File: config.mk
export PLATFORM = sky130hd
export DESIGN_NAME = window_sequencer_flat
export DESIGN_NICKNAME = d
export VERILOG_FILES = /design/src/rtl/window_sequencer_if.sv /design/src/rtl/window_sequencer.sv /design/src/flat_wrapper.sv
export SDC_FILE = /design/constraint.sdc
export NUM_CORES = 1
export LEC_CHECK = 0
export ABC_AREA = 1
export BUFFER_PORTS_ARGS = -buffer_cell sky130_fd_sc_hd__buf_2
export CORE_MARGIN = 1.5
export CORE_UTILIZATION = 50
export CTS_CLUSTER_DIAMETER = 30
export CTS_CLUSTER_SIZE = 16
export DETAILED_ROUTE_END_ITERATION = 12
export GPL_TIMING_DRIVEN = 0
export PLACE_DENSITY = 0.84
export REMOVE_ABC_BUFFERS = 1
export SYNTH_ARGS = -nofsm -noshare
export SYNTH_HDL_FRONTEND = slang
export SYNTH_SLANG_ARGS = --single-unit
File: constraint.sdc
create_clock -name clk_i -period 1.9 [get_ports clk_i]
set_input_delay 0.38 -clock clk_i [delete_from_list [all_inputs] [get_ports clk_i]]
set_output_delay 0.38 -clock clk_i [all_outputs]
set_load 0.01 [all_outputs]
File: src/rtl/window_sequencer_if.sv
// rtl/window_sequencer_if.sv - handshake and position bundle for window_sequencer (sof only with WINDOW_SEQ_SOF_RESYNC_EN)
interface window_sequencer_if #(
    parameter int FrameWidth  = 640,
    parameter int FrameHeight = 480
);
    localparam int ColWidth = (FrameWidth  > 1) ? $clog2(FrameWidth)  : 1;
    localparam int RowWidth = (FrameHeight > 1) ? $clog2(FrameHeight) : 1;

    logic                up_valid;
    logic                up_ready;
    logic                dn_valid;
    logic                dn_ready;
    logic [ColWidth-1:0] col;
    logic [RowWidth-1:0] row;
    logic                eol;
    logic                eof;
    logic                busy;
    logic                frame_done;
`ifdef WINDOW_SEQ_SOF_RESYNC_EN
    logic                sof;

    modport slave (
        input  up_valid, dn_ready, sof,
        output up_ready, dn_valid, col, row, eol, eof, busy, frame_done
    );
    modport master (
        output up_valid, dn_ready, sof,
        input  up_ready, dn_valid, col, row, eol, eof, busy, frame_done
    );
`else
    modport slave (
        input  up_valid, dn_ready,
        output up_ready, dn_valid, col, row, eol, eof, busy, frame_done
    );
    modport master (
        output up_valid, dn_ready,
        input  up_ready, dn_valid, col, row, eol, eof, busy, frame_done
    );
`endif
endinterface

File: src/rtl/window_sequencer.sv
// rtl/window_sequencer.sv - frame position tracker; sinks priming beats, forwards full-window beats (option: WINDOW_SEQ_SOF_RESYNC_EN)
module window_sequencer #(
    parameter int FrameWidth   = 640,
    parameter int FrameHeight  = 480,
    parameter int KernelWidth  = 3,
    parameter int KernelHeight = 3
) (
    input logic             clk_i,
    input logic             rst_ni,
    window_sequencer_if.slave bus
);
    localparam int ColWidth = (FrameWidth  > 1) ? $clog2(FrameWidth)  : 1;
    localparam int RowWidth = (FrameHeight > 1) ? $clog2(FrameHeight) : 1;
    localparam logic [ColWidth-1:0] ColLast = ColWidth'(FrameWidth - 1);
    localparam logic [RowWidth-1:0] RowLast = RowWidth'(FrameHeight - 1);
    localparam logic [ColWidth-1:0] ColWin  = ColWidth'(KernelWidth - 1);
    localparam logic [RowWidth-1:0] RowWin  = RowWidth'(KernelHeight - 1);

    typedef enum logic [1:0] {
        IDLE   = 2'd0,
        PRIME  = 2'd1,
        ACTIVE = 2'd2
    } state_t;

    state_t              state_r;
    state_t              state_nxt;
    logic [ColWidth-1:0] col_r;
    logic [RowWidth-1:0] row_r;
    logic [ColWidth-1:0] col_eff;
    logic [RowWidth-1:0] row_eff;
    logic [ColWidth-1:0] col_nxt;
    logic [RowWidth-1:0] row_nxt;
    logic                frame_done_r;
    logic                sof_hit;
    logic                win;
    logic                eol;
    logic                eof;
    logic                fire;
    logic                promote;

`ifdef WINDOW_SEQ_SOF_RESYNC_EN
    assign sof_hit = bus.up_valid & bus.sof;
`else
    assign sof_hit = 1'b0;
`endif

    // A resync beat is classified as (0,0) in the same cycle it is presented
    always_comb begin
        col_eff = sof_hit ? '0 : col_r;
        row_eff = sof_hit ? '0 : row_r;
        win     = (row_eff >= RowWin) && (col_eff >= ColWin);
        eol     = (col_eff == ColLast);
        eof     = eol && (row_eff == RowLast);
        fire    = bus.up_valid && (win ? bus.dn_ready : 1'b1);
    end

    always_comb begin
        col_nxt = col_r;
        row_nxt = row_r;
        if (fire) begin
            if (eof) begin
                col_nxt = '0;
                row_nxt = '0;
            end else if (eol) begin
                col_nxt = '0;
                row_nxt = row_eff + 1'b1;
            end else begin
                col_nxt = col_eff + 1'b1;
                row_nxt = row_eff;
            end
        end
        promote = (row_nxt >= RowWin);
    end

    always_ff @(posedge clk_i or negedge rst_ni) begin
        if (!rst_ni) begin
            state_r      <= IDLE;
            col_r        <= '0;
            row_r        <= '0;
            frame_done_r <= 1'b0;
        end else begin
            state_r      <= state_nxt;
            col_r        <= col_nxt;
            row_r        <= row_nxt;
            frame_done_r <= fire & eof;
        end
    end

    // eof returns to IDLE from any state, which also covers the 1-row degenerate frame
    always_comb begin
        state_nxt = state_r;
        case (state_r)
            IDLE: begin
                if (fire) state_nxt = eof ? IDLE : (promote ? ACTIVE : PRIME);
            end
            PRIME: begin
                if (fire) state_nxt = eof ? IDLE : (promote ? ACTIVE : PRIME);
            end
            ACTIVE: begin
                if (fire) state_nxt = eof ? IDLE : (promote ? ACTIVE : PRIME);
            end
            default: state_nxt = IDLE;
        endcase
    end

    always_comb begin
        bus.dn_valid   = bus.up_valid & win;
        bus.up_ready   = win ? bus.dn_ready : 1'b1;
        bus.col        = col_eff;
        bus.row        = row_eff;
        bus.eol        = eol;
        bus.eof        = eof;
        bus.busy       = (state_r != IDLE);
        bus.frame_done = frame_done_r;
    end
endmodule
File: src/flat_wrapper.sv
// flat-port wrapper written by rule: the top's interface ports become plain ports
module window_sequencer_flat 
#(
    parameter int FrameWidth   = 640,
    parameter int FrameHeight  = 480,
    parameter int KernelWidth  = 3,
    parameter int KernelHeight = 3
)
  (clk_i, rst_ni, bus_up_valid, bus_dn_ready, bus_up_ready, bus_dn_valid, bus_col, bus_row, bus_eol, bus_eof, bus_busy, bus_frame_done);
  window_sequencer_if #(.FrameWidth(FrameWidth), .FrameHeight(FrameHeight)) bus_i ();
  input logic clk_i;
  input logic rst_ni;
  input wire logic [$bits(bus_i.up_valid)-1:0] bus_up_valid;
  input wire logic [$bits(bus_i.dn_ready)-1:0] bus_dn_ready;
  output wire logic [$bits(bus_i.up_ready)-1:0] bus_up_ready;
  output wire logic [$bits(bus_i.dn_valid)-1:0] bus_dn_valid;
  output wire logic [$bits(bus_i.col)-1:0] bus_col;
  output wire logic [$bits(bus_i.row)-1:0] bus_row;
  output wire logic [$bits(bus_i.eol)-1:0] bus_eol;
  output wire logic [$bits(bus_i.eof)-1:0] bus_eof;
  output wire logic [$bits(bus_i.busy)-1:0] bus_busy;
  output wire logic [$bits(bus_i.frame_done)-1:0] bus_frame_done;
  assign bus_i.up_valid = bus_up_valid;
  assign bus_i.dn_ready = bus_dn_ready;
  assign bus_up_ready = bus_i.up_ready;
  assign bus_dn_valid = bus_i.dn_valid;
  assign bus_col = bus_i.col;
  assign bus_row = bus_i.row;
  assign bus_eol = bus_i.eol;
  assign bus_eof = bus_i.eof;
  assign bus_busy = bus_i.busy;
  assign bus_frame_done = bus_i.frame_done;
  window_sequencer #(.FrameWidth(FrameWidth), .FrameHeight(FrameHeight), .KernelWidth(KernelWidth), .KernelHeight(KernelHeight)) u_core (.clk_i(clk_i), .rst_ni(rst_ni), .bus(bus_i));
endmodule
; Word-level counts from Yosys, hierarchy flattened
; Index checks and enable logic that the tools add are counted.
; Widths: inputs -> output; s select.
[classes]
n_mux = 10
add_sub_neg = 2
magnitude_cmp = 3
n_eq_ne = 5
reduce_logical = 6
bitwise = 2
[op_table]
columns = op, n
row1 = $mux 9, 3
row2 = $mux 10, 2
row3 = $ge 9x2->1 const B, 2
row4 = $add 10x1->10 const B, 1
row5 = $eq 10x10->1 const B, 1
row6 = $ge 10x2->1 const B, 1
row7 = $add 9x1->9 const B, 1
row8 = $eq 9x9->1 const B, 1
row9 = $mux 2, 4
row10 = $logic_and 1x1->1, 3
row11 = $reduce_or 3->1, 1
row12 = $and 1x1->1, 2
row13 = $eq 2x1->1 const B, 1
row14 = $eq 2x2->1 const B, 1
row15 = $logic_not 2->1, 1
row16 = $ne 2x1->1 const B, 1
row17 = $reduce_bool 2->1, 1
row18 = $mux 1, 1
[totals]
in_bits = 4
elab_cells = 32
regBits = 22

; Depth between registers and ports, before layout
; Gate-level depths: netlist of the first run.
[depth]
ltp_word = 10
depth_mapped = 17
mapped_depth_nobuf = 16

; Worst setup path before layout of the first run
; No wires, ideal clock.
[synth_timing]
path_kind = reg2reg
from = reg u_core.col_r[0] (netlist: u_core.bus.col[0])
to = reg u_core.state_r[1]
setup_time_ps = 117
period_less_slack_ps = 1880
setup_slack_ps = 20
arrival_time_ps = 1763
path_stages_with_launch = 18
path_cell_list = dfrtp_1 -> inv_1 -> ha_1 -> nor2_1 -> nand2_1 -> nor2_1 -> nand2_1 -> nand3_4 -> nand2_4 -> inv_4 -> buf_12 -> nand2_4 -> nand2_2 -> nand2_1 -> nor2_2 -> nand2_1 -> nand2_1 -> nand2_1
[synth_via]
elab_chain_cells = 10
word_cells_on_any_way = 15
classes_between = order compare (2) / eq/ne (2) / mux (8) / reduce/logical (3)
[synth_lines]
columns = element, line_no
row1 = "start, declared", window_sequencer.sv:27  ; logic [ColWidth-1:0] col_r;
row2 = "start signal, assigned", window_sequencer.sv:83  ; col_r <= col_nxt;
row3 = $ge 10x2->1 (*), window_sequencer.sv:51  ; win = (row_eff >= RowWin) && (col_eff >= ColWin);
row4 = $logic_and 1x1->1 (*), window_sequencer.sv:51
row5 = $mux 1 (*), --
row6 = net bus_up_ready, flat_wrapper.sv:15  ; output wire logic [$bits(bus_i.up_ready)-1:0] bus_up_ready;
row7 = $logic_and 1x1->1 (*), window_sequencer.sv:54  ; fire = bus.up_valid && (win ? bus.dn_ready : 1'b1);
row8 = $mux 9, window_sequencer.sv:60  ; if (fire) begin
row9 = $ge 9x2->1, window_sequencer.sv:72  ; promote = (row_nxt >= RowWin);
row10 = $mux 2 (3 in series), "window_sequencer.sv:94, window_sequencer.sv:97, window_sequencer.sv:100"
row11 = $mux 2, --
row12 = "end signal, assigned", window_sequencer.sv:82  ; state_r <= state_nxt;
row13 = "end, declared", window_sequencer.sv:25  ; state_t state_r;
; Mark *: on every way through the listed nets, which the timed path passes. The rest lies on a longest branch. The select of a mux whose other input is x is not followed.
; A chain may end at the register's enable or synchronous reset.

; Worst setup path in the final report of the first run
[layout_timing]
from = reg u_core.row_r[0] (netlist: u_core.bus.row[0])
to = reg u_core.state_r[1]
[layout_via]
elab_chain_cells = 10
word_cells_on_any_way = 16
classes_between = add/sub (1) / order compare (2) / eq/ne (2) / mux (8) / reduce/logical (3)
[layout_lines]
columns = element, line_no
row1 = "start, declared", window_sequencer.sv:28  ; logic [RowWidth-1:0] row_r;
row2 = "start signal, assigned", window_sequencer.sv:84  ; row_r <= row_nxt;
row3 = $ge 9x2->1, window_sequencer.sv:51
row4 = $logic_and 1x1->1, window_sequencer.sv:51
row5 = $mux 1, window_sequencer.sv:54
row6 = $logic_and 1x1->1, window_sequencer.sv:54
row7 = $mux 9, window_sequencer.sv:60
row8 = $ge 9x2->1, window_sequencer.sv:72
row9 = $mux 2 (3 in series), "window_sequencer.sv:94, window_sequencer.sv:97, window_sequencer.sv:100"
row10 = $mux 2, --
; Parallel ways exist; a longest one is shown, timed or not. The select of a mux whose other input is x is not followed.

==> run_results.csv, run 1 <==
group,metric,value,unit
worst_setup_path,crit_family,"simple AND/OR/NAND/NOR gates",
worst_setup_path,cp.buffers_inverters,1,
synth,syn_inst,232,
synth,syn_area,0.00162,mm^2
clock_tree,root_buffer,"clkbuf_4",
grt,grt_pass1_wl,7130,um
timing,slew_viol_final,0,
synth,syn-mean-instance-area,6.97,um^2
detailed_routing,drt_iter0_markers,153,
worst_setup_path,cp-startpoint,"u_core.bus.row[0]$_DFF_PN0_",
layout,area_delta_synth_final,39.3,%
grt,antenna_found_initial,0,
die,num_io_pins,29,
clock_tree,clk_pin_slew,0.13,ns
flow_run,cap_violations,0,
timing,max_clock_freq,475,MHz
grt,grt_max_degree,23,
synth,synth_seq_cells,22,
worst_setup_path,critPathSlowestCell,"dfrtp_2",
timing,final-setup-viol-count,7,
timing,period_share,111,%
timing,fin_hold_ws,-0.00403,ns
die,row_count,20,
timing,relSlewSlack,66.2,%
timing,finalCriticalPeriod,2.11,ns
placement,place.port_buffers,28,
timing,fin_worst_skew,0.0109,ns
detailed_routing,ant_nets,0,
worst_setup_path,r2r-start,"u_core.bus.row[0]$_DFF_PN0_",
timing,rsz0062_at_grt,"true",
synth,synth_edf_count,0,
die,initial_core_util,53.0,%
synth,async_flop_share,100,%
worst_setup_path,crit_path_cell_trace,"buf_4 -> ha_4 -> nand3_4 -> nor3_1 -> nand2_4 -> nand2_1 -> nor2_1 -> nor2_1 -> nand2_1 -> nor2_1 -> nand2_1 -> nand2_1 -> nand2_1",
detailed_routing,vias,1854,
pwr,vdd_drop_max,0.000577,V
grt,grt_pass1_vias,1564,
grt,grt-ovfl-total,0,
worst_setup_path,startpoint_type,"flip-flop",
timing,tns,-0.979,ns
die,die_h,59.9,um
detailed_routing,wl,5230,um
outcome,violations,"hold timing, setup timing",
clock_tree,holdBufCountCts,0,
worst_setup_path,required,2.12,ns
clock_tree,htreeDepth,1,
synth,seq_area_frac_synth,34.0,%
synth,ys.flop_type,"dfrtp_1",
layout,nNetsFinal,306,
worst_setup_path,cpMostUsedCell,"nand2_1",
worst_setup_path,path_class,"flip-flop to flip-flop",
hold_path,hp-class,"input pin to asynchronous set/reset pin",
detailed_routing,viasPerCell,5.45,
clock_tree,clockBufferDepth,2,
timing,setup_slack,-0.205,ns
placement,routabilityCongestion,0.895,
worst_setup_path,end_kind,"flip-flop",
grt,grt_usage,27.1,%
clock_tree,clk_latency,0.33,ns
outcome,status,"complete, but fails checks",
clock_tree,cts.sinks,22,
layout,drive_gt1_share,38.9,%
synth,yosysWarnings,0,
synth,synth.distinct_cells,32,
placement,dp_hpwl,2630,um
timing,hold_violations,10,
timing,tightest_slew,0.507,ns
worst_setup_path,crit_arrival,2.33,ns
die,die_w,59.9,um
worst_setup_path,max_stage_delay,0.42,ns
clock_tree,cts_tree,"done",
pwr,leakage,1.16,nW
pwr,p_total,0.00192,W
detailed_routing,wl_per_cell,15.4,um
clock_tree,cts_buffers,3,
detailed_routing,drc,0,
pwr,power.density,852,mW/mm^2
die,dieArea,0.00359,mm^2
layout,diodes,0,
layout,fin_util,73.8,%
die,core,0.00305,mm^2
detailed_routing,firstDrtPassIters,7,
worst_setup_path,path_max_fanout,6,
worst paths after layout:
check                                                end  slack, ns  cells after the start
setup / recovery           u_core.state_r[1]$_DFFE_PN0P_      -0.21                     13
hold / removal             u_core.bus.col[4]$_DFFE_PN0N_     -0.004                      1
setup reg to reg           u_core.state_r[1]$_DFFE_PN0P_      -0.21                     13
hold reg to reg            u_core.state_r[0]$_DFFE_PN0P_       0.54                      2
max in group asynchronous  u_core.bus.col[1]$_DFFE_PN0N_       1.53                      1
min in group clk_i           u_core.bus.row[2]$_DFF_PN0_       0.51                      3
cell type report:
type / instances / area (um^2)
flip-flops and latches: 22 / 557
repair buffers: 67 / 499
well taps: 44 / 55.1
clock buffers: 3 / 22.5
fillers: 220 / 800
inverters: 35 / 139
multi-input cells: 169 / 981
sequential cells by signal, summed over array words and instances (netlist names):
register	flops
u_core.bus.col	10
u_core.bus.row	9
u_core.state_r	2
u_core.bus.frame_done	1
cells in the mapped netlist (2+ instances only):
library cell  instances  share of area, %
a21oi_1               7               2.2
buf_6                 4               2.8
dfrtp_1              22                34
ha_1                  4               3.1
inv_1                29               6.7
inv_2                 5               1.2
nand2_1              75                17
nand2_2               3               1.2
nand2_4               2               1.4
nand3_1              12               3.7
nand3_2               2               1.2
nand4_1               3               1.2
nor2_1               23               5.3
nor2_2                5               1.9
nor3_1                7               2.2
o21ai_0               8               2.5
xor2_1                6               3.2
power by group:
part	internal [W]	switching, W	total, W	leakage [nW]
combinational	0.000393	0.000535	0.000928	0.886
clock	0.0000746	0.000153	0.000228	0.0138
sequential	0.000587	0.000177	0.000764	0.258
total	0.00105	0.000865	0.00192	1.16
worst register-to-register path, cell delays in order (launching register included):
cell and delay (ns):
dfrtp_2 0.42, buf_4 0.13, ha_4 0.15, nand3_4 0.12, nor3_1 0.36, nand2_4 0.13, nand2_1 0.09, nor2_1 0.04
nor2_1 0.16, nand2_1 0.09, nor2_1 0.14, nand2_1 0.07, nand2_1 0.05, nand2_1 0.05
routing by layer:
layer  track usage, %  vias up  part of all wire [%]
met5                0        -                     0
met2             45.7      116                    49
met4             14.6        0                   5.2
met1             33.2      851                    39
li1                 -      859                     -
met3             3.90       28                   6.9
kinds of logic (layout without fill, tap and decap cells):
kind of cell	Yosys count	count (layout)	share of synthesized area, %
AND/OR/NAND/NOR	139	139	40.2
buffers and inverters	41	105	12.6
flip-flops	22	22	34.0
AO/OA/AOI/OAI	19	19	6.26
XOR/XNOR	7	7	3.79
adder cells (fa/ha/maj)	4	4	3.09
metrics by stage:
stage / area, um^2 / std cells / worst slack (ns)
2_1_floorplan: 1550 / 226 / -0.0480
3_3_place_gp: 1740 / 298 / -0.289
3_5_place_dp: 1740 / 298 / -0.322
4_1_cts: 2100 / 330 / -0.0961
5_1_grt: 2250 / 340 / -0.279
6_report: 2250 / 340 / -0.205
cell usage in the layout (no fill, tap or decap), drive strengths merged, types with 2 or more instances in the layout:
cell type / count
nand4: 3
nor3: 8
buf: 67
and3: 2
dfrtp: 22
ha: 4
nor2: 29
clkbuf: 3
o21ai: 9
a21oi: 7
nand2: 80
xor2: 6
nand3: 15
inv: 35
repair_timing:
item | CTS | global route
gates resized for setup | 31 | 23
pin swaps | 15 | 19
endpoints found under the setup margin | 16 | 19
buffers inserted | 29 | 11
cloned | 0 | 0
No activity file was read; power rests on OpenSTA's default activity.
==> inputs of run 2 (changes only) <==
Settings changed: CORE_UTILIZATION 50 to 52, CTS_BUF_LIST set to sky130_fd_sc_hd__clkbuf_8, GPL_TIMING_DRIVEN 0 to not set, PLACE_DENSITY 0.84 to 0.86, SKIP_CTS_REPAIR_TIMING set to 1.
==> run_results.csv, run 2 (synthesis gave the netlist of run 1 again) <==
group,metric,value,unit
die,row_count,20,
grt,grt_pass1_vias,1441,
detailed_routing,wl,4690,um
layout,final_cell_mix,"nand2_1, inv_1, buf_2",
detailed_routing,wl_per_cell,14.9,um
detailed_routing,viasPerCell,5.58,
outcome,violations,"setup timing",
timing,setup_slack,-0.180,ns
flow_run,cap_violations,0,
clock_tree,cts.sinks,22,
worst_setup_path,worstReg2RegEnd,"u_core.bus.col[7]$_DFFE_PN0N_",
worst_setup_path,path_class,"flip-flop to primary output",
grt,grt_usage,25.6,%
timing,relSlewSlack,66.8,%
die,dieArea,0.00345,mm^2
die,die_w,58.8,um
pwr,power.density,984,mW/mm^2
die,core,0.00300,mm^2
clock_tree,htreeDepth,1,
worst_setup_path,cp.buffers_inverters,2,
worst_setup_path,end_kind,"primary output",
detailed_routing,vias,1753,
outcome,status,"complete, but fails checks",
timing,fin_worst_skew,0.00715,ns
clock_tree,clk_pin_slew,0.08,ns
layout,area_delta_synth_final,32.3,%
layout,nFillCells,201,
clock_tree,clk_latency,0.27,ns
die,die_h,58.8,um
grt,grt_max_degree,23,
layout,layout_commonest_cell,"nand2_1",
worst_setup_path,max_stage_delay,0.44,ns
clock_tree,clockBufferDepth,2,
placement,dpl_cell_area,0.00183,mm^2
detailed_routing,drt_iter0_markers,259,
worst_setup_path,crit_family,"simple AND/OR/NAND/NOR gates",
timing,max_clock_freq,481,MHz
timing,hold_violations,0,
die,num_io_pins,29,
detailed_routing,drc,0,
worst_setup_path,critPathSlowestCell,"dfrtp_1",
layout,largest_reg_flops,10,
pwr,leakage,1.09,nW
grt,grt-ovfl-total,0,
timing,tightest_slew,0.498,ns
timing,finalCriticalPeriod,2.08,ns
placement,routabilityCongestion,0.879,
timing,period_share,109,%
worst_setup_path,ff2ff_setup_slack,-0.11,ns
layout,drive_gt1_share,36.3,%
layout,fin_util,71.3,%
clock_tree,cts_tree,"done",
timing,final-setup-viol-count,7,
layout,fin_area,0.00214,mm^2
worst_setup_path,path_max_fanout,5,
pwr,vdd_drop_max,0.000632,V
placement,dp_slack,-0.0613,ns
worst_setup_path,r2r_cells,14,
timing,slew_viol_final,0,
worst_setup_path,r2r-start,"u_core.bus.col[0]$_DFFE_PN0N_",
clock_tree,root_buffer,"clkbuf_8",
layout,diodes,0,
grt,grt_pass1_wl,6710,um
worst_setup_path,startpoint_type,"flip-flop",
layout,nNetsFinal,290,
grt,antenna_found_initial,0,
hold_path,hp-class,"input pin to asynchronous set/reset pin",
timing,tns,-0.627,ns
die,initial_core_util,53.9,%
timing,rsz0062_at_grt,"true",
clock_tree,cts_buffers,3,
placement,dp_hpwl,2980,um
detailed_routing,ant_nets,0,
worst_setup_path,crit_path_cell_trace,"ha_2 -> nand3_2 -> nor3_2 -> inv_1 -> nor2_2 -> buf_2",
worst_setup_path,crit_arrival,1.70,ns
placement,place.port_buffers,28,
detailed_routing,firstDrtPassIters,5,
worst_setup_path,required,1.52,ns
==> run 2: cell count changes in the layout (fill, tap and decap cells not counted), sizes merged <==
cell,before,now
buf,67,51
clkinv,0,1
bufinv,0,1
inv,35,34
==> run 2: routing by layer <==
metal / share of wire (%) / global-route usage [%] / vias to the layer above
met5: 0 / 0 / -
li1: - / - / 821
met4: 2.3 / 13.6 / 0
met2: 48 / 37.5 / 97
met1: 42 / 37.1 / 822
met3: 7.8 / 2.64 / 13
==> run 2: how the worst max path moves through the flow <==
stage / from / end / slack, ns / cells past startpoint
6_report: u_core.bus.row[1]$_DFF_PN0_ / bus_eof / -0.18 / 6
5_1_grt: u_core.bus.col[0]$_DFFE_PN0N_ / u_core.state_r[1]$_DFFE_PN0P_ / -0.26 / 16
4_1_cts: u_core.bus.row[1]$_DFF_PN0_ / bus_eof / -0.21 / 6
3_5_place_dp: u_core.bus.col[0]$_DFFE_PN0N_ / u_core.state_r[1]$_DFFE_PN0P_ / -0.06 / 16
3_3_place_gp: u_core.bus.row[1]$_DFF_PN0_ / u_core.state_r[1]$_DFFE_PN0P_ / -0.02 / 12
2_1_floorplan: u_core.bus.col[0]$_DFFE_PN0N_ / u_core.state_r[1]$_DFFE_PN0P_ / -0.05 / 14
==> run 2: power by group <==
group          internal (W)  leakage (nW)  switching, W  total [W]
logic              0.000353         0.794      0.000543   0.000895
clock network      0.000282        0.0357      0.000162   0.000444
registers          0.000589         0.262      0.000176   0.000765
total               0.00122          1.09      0.000880    0.00210
==> run 2: per-stage QoR <==
stage | total power [W] | instances | hold slack, ns
floorplan | 0.00118 | 226 | 0.0844
global placement | 0.00145 | 301 | 0.372
detailed placement | 0.00148 | 301 | 0.379
CTS | 0.00193 | 305 | 0.0786
global route | 0.00225 | 314 | 0.0861
finish | 0.00210 | 314 | 0.0653
==> run 2: final cells by class <==
class	count	area, um^2	area share, %
multi-input combinational	169	977	45.7
sequential	22	553	25.8
timing repair buffer	51	353	16.5
inverter	35	144	6.73
clock buffer	3	41.3	1.93
tap	33	41.3	1.93
clock inverter	1	30.0	1.40
==> inputs of run 3 (changes only) <==
Settings changed: SETUP_SLACK_MARGIN set to 0.1.
==> run_results.csv, run 3 (synthesis gave the netlist of run 1 again) <==
group,metric,value,unit
grt,antenna_found_initial,0,
pwr,leakage,1.12,nW
layout,largest_reg_flops,10,
timing,relSlewSlack,66.2,%
outcome,status,"complete, but fails checks",
outcome,violations,"setup timing",
clock_tree,clk_pin_slew,0.08,ns
placement,routabilityCongestion,0.879,
grt,grt_pass1_wl,6710,um
detailed_routing,wl,5330,um
placement,place.port_buffers,28,
detailed_routing,drt_iter0_markers,301,
clock_tree,clk_latency,0.27,ns
placement,dp_hpwl,2980,um
grt,grt-ovfl-total,0,
timing,setup_slack,-0.224,ns
layout,layout_commonest_cell,"nand2_1",
timing,final-setup-viol-count,11,
worst_setup_path,path_max_fanout,6,
pwr,vdd_drop_max,0.000685,V
timing,tightest_slew,0.506,ns
worst_setup_path,crit_path_cell_trace,"inv_2 -> ha_4 -> nor2_2 -> nand2_1 -> nor2_1 -> nand2_2 -> nand3_4 -> buf_12 -> buf_6 -> a21oi_1 -> nor2_1 -> nand2_1 -> nor2_2 -> nand2_1 -> nand2_1 -> nand2_1",
timing,fin_hold_ws,0.0706,ns
clock_tree,cts_buffers,3,
timing,fin_worst_skew,0.00679,ns
worst_setup_path,cpMostUsedCell,"nand2_1",
pwr,p_total,0.00219,W
layout,area_delta_synth_final,37.6,%
timing,period_share,112,%
timing,rsz0062_at_grt,"true",
detailed_routing,firstDrtPassIters,6,
worst_setup_path,crit_family,"simple AND/OR/NAND/NOR gates",
clock_tree,clockBufferDepth,2,
clock_tree,htreeDepth,1,
worst_setup_path,cp.buffers_inverters,3,
worst_setup_path,critPathSlowestCell,"dfrtp_1",
worst_setup_path,max_stage_delay,0.41,ns
worst_setup_path,end_kind,"flip-flop",
layout,final_cell_mix,"nand2_1, buf_2, inv_1",
detailed_routing,wl_per_cell,16.9,um
flow_run,cap_violations,0,
timing,tns,-1.31,ns
timing,slew_viol_final,0,
die,die_w,58.8,um
grt,grt_max_degree,23,
die,row_count,20,
clock_tree,root_buffer,"clkbuf_8",
timing,max_clock_freq,471,MHz
die,num_io_pins,29,
grt,grt_usage,25.6,%
die,die_h,58.8,um
pwr,power.density,982,mW/mm^2
worst_setup_path,required,2.06,ns
timing,hold_violations,0,
hold_path,hp-class,"input pin to asynchronous set/reset pin",
detailed_routing,vias,1824,
grt,grt_pass1_vias,1441,
worst_setup_path,crit_arrival,2.29,ns
worst_setup_path,startpoint_type,"flip-flop",
detailed_routing,ant_nets,0,
timing,finalCriticalPeriod,2.12,ns
layout,multiInputGateArea,0.00103,mm^2
layout,nFillCells,187,
clock_tree,cts.sinks,22,
detailed_routing,drc,0,
die,core,0.00300,mm^2
layout,diodes,0,
worst_setup_path,path_class,"flip-flop to flip-flop",
die,dieArea,0.00345,mm^2
layout,nNetsFinal,291,
layout,drive_gt1_share,41.1,%
layout,final-seq-area,553,um^2
die,initial_core_util,53.9,%
detailed_routing,viasPerCell,5.79,
clock_tree,cts_tree,"done",
## run 3: area by class of cell
class	count	area share [%]
multi-input combinational	169	46.2
sequential	22	24.8
timing repair buffer	52	17.4
inverter	35	6.46
clock buffer	3	1.85
tap	33	1.85
clock inverter	1	1.35
## run 3: metal layers
metal	GRT usage [%]	part of all wire (%)
met2	37.5	45
met4	13.6	5.0
met1	37.1	40
met5	0	0
met3	2.64	9.8
## run 3: worst paths after layout
kind	startpoint	to	slack (ns)	depth (start not counted)
max in group asynchronous	rst_ni	u_core.bus.col[7]$_DFFE_PN0N_	1.46	1
min in group clk_i	bus_up_valid	u_core.bus.row[2]$_DFF_PN0_	0.54	3
min reg2reg	u_core.state_r[0]$_DFFE_PN0P_	u_core.state_r[0]$_DFFE_PN0P_	0.60	2
max	u_core.bus.col[0]$_DFFE_PN0N_	u_core.state_r[1]$_DFFE_PN0P_	-0.22	16
max reg2reg	u_core.bus.col[0]$_DFFE_PN0N_	u_core.state_r[1]$_DFFE_PN0P_	-0.22	16
min	rst_ni	u_core.bus.row[8]$_DFF_PN0_	0.07	1
## run 3: through the flow
step           cells  setup WS (ns)  util, %  cell area, um^2
2_1_floorplan    226        -0.0480        -             1550
3_3_place_gp     301        -0.0236     61.1             1830
3_5_place_dp     301        -0.0613     61.1             1830
4_1_cts          305         -0.210     63.5             1910
5_1_grt          315         -0.312     74.1             2230
6_report         315         -0.224     74.1             2230
## run 3: where the power goes
part / switching, W / internal [W] / leakage [nW] / total [W]
combinational: 0.000591 / 0.000371 / 0.827 / 0.000962
sequential: 0.000191 / 0.000589 / 0.262 / 0.000780
clock: 0.000162 / 0.000282 / 0.0357 / 0.000444
total: 0.000944 / 0.00124 / 1.12 / 0.00219
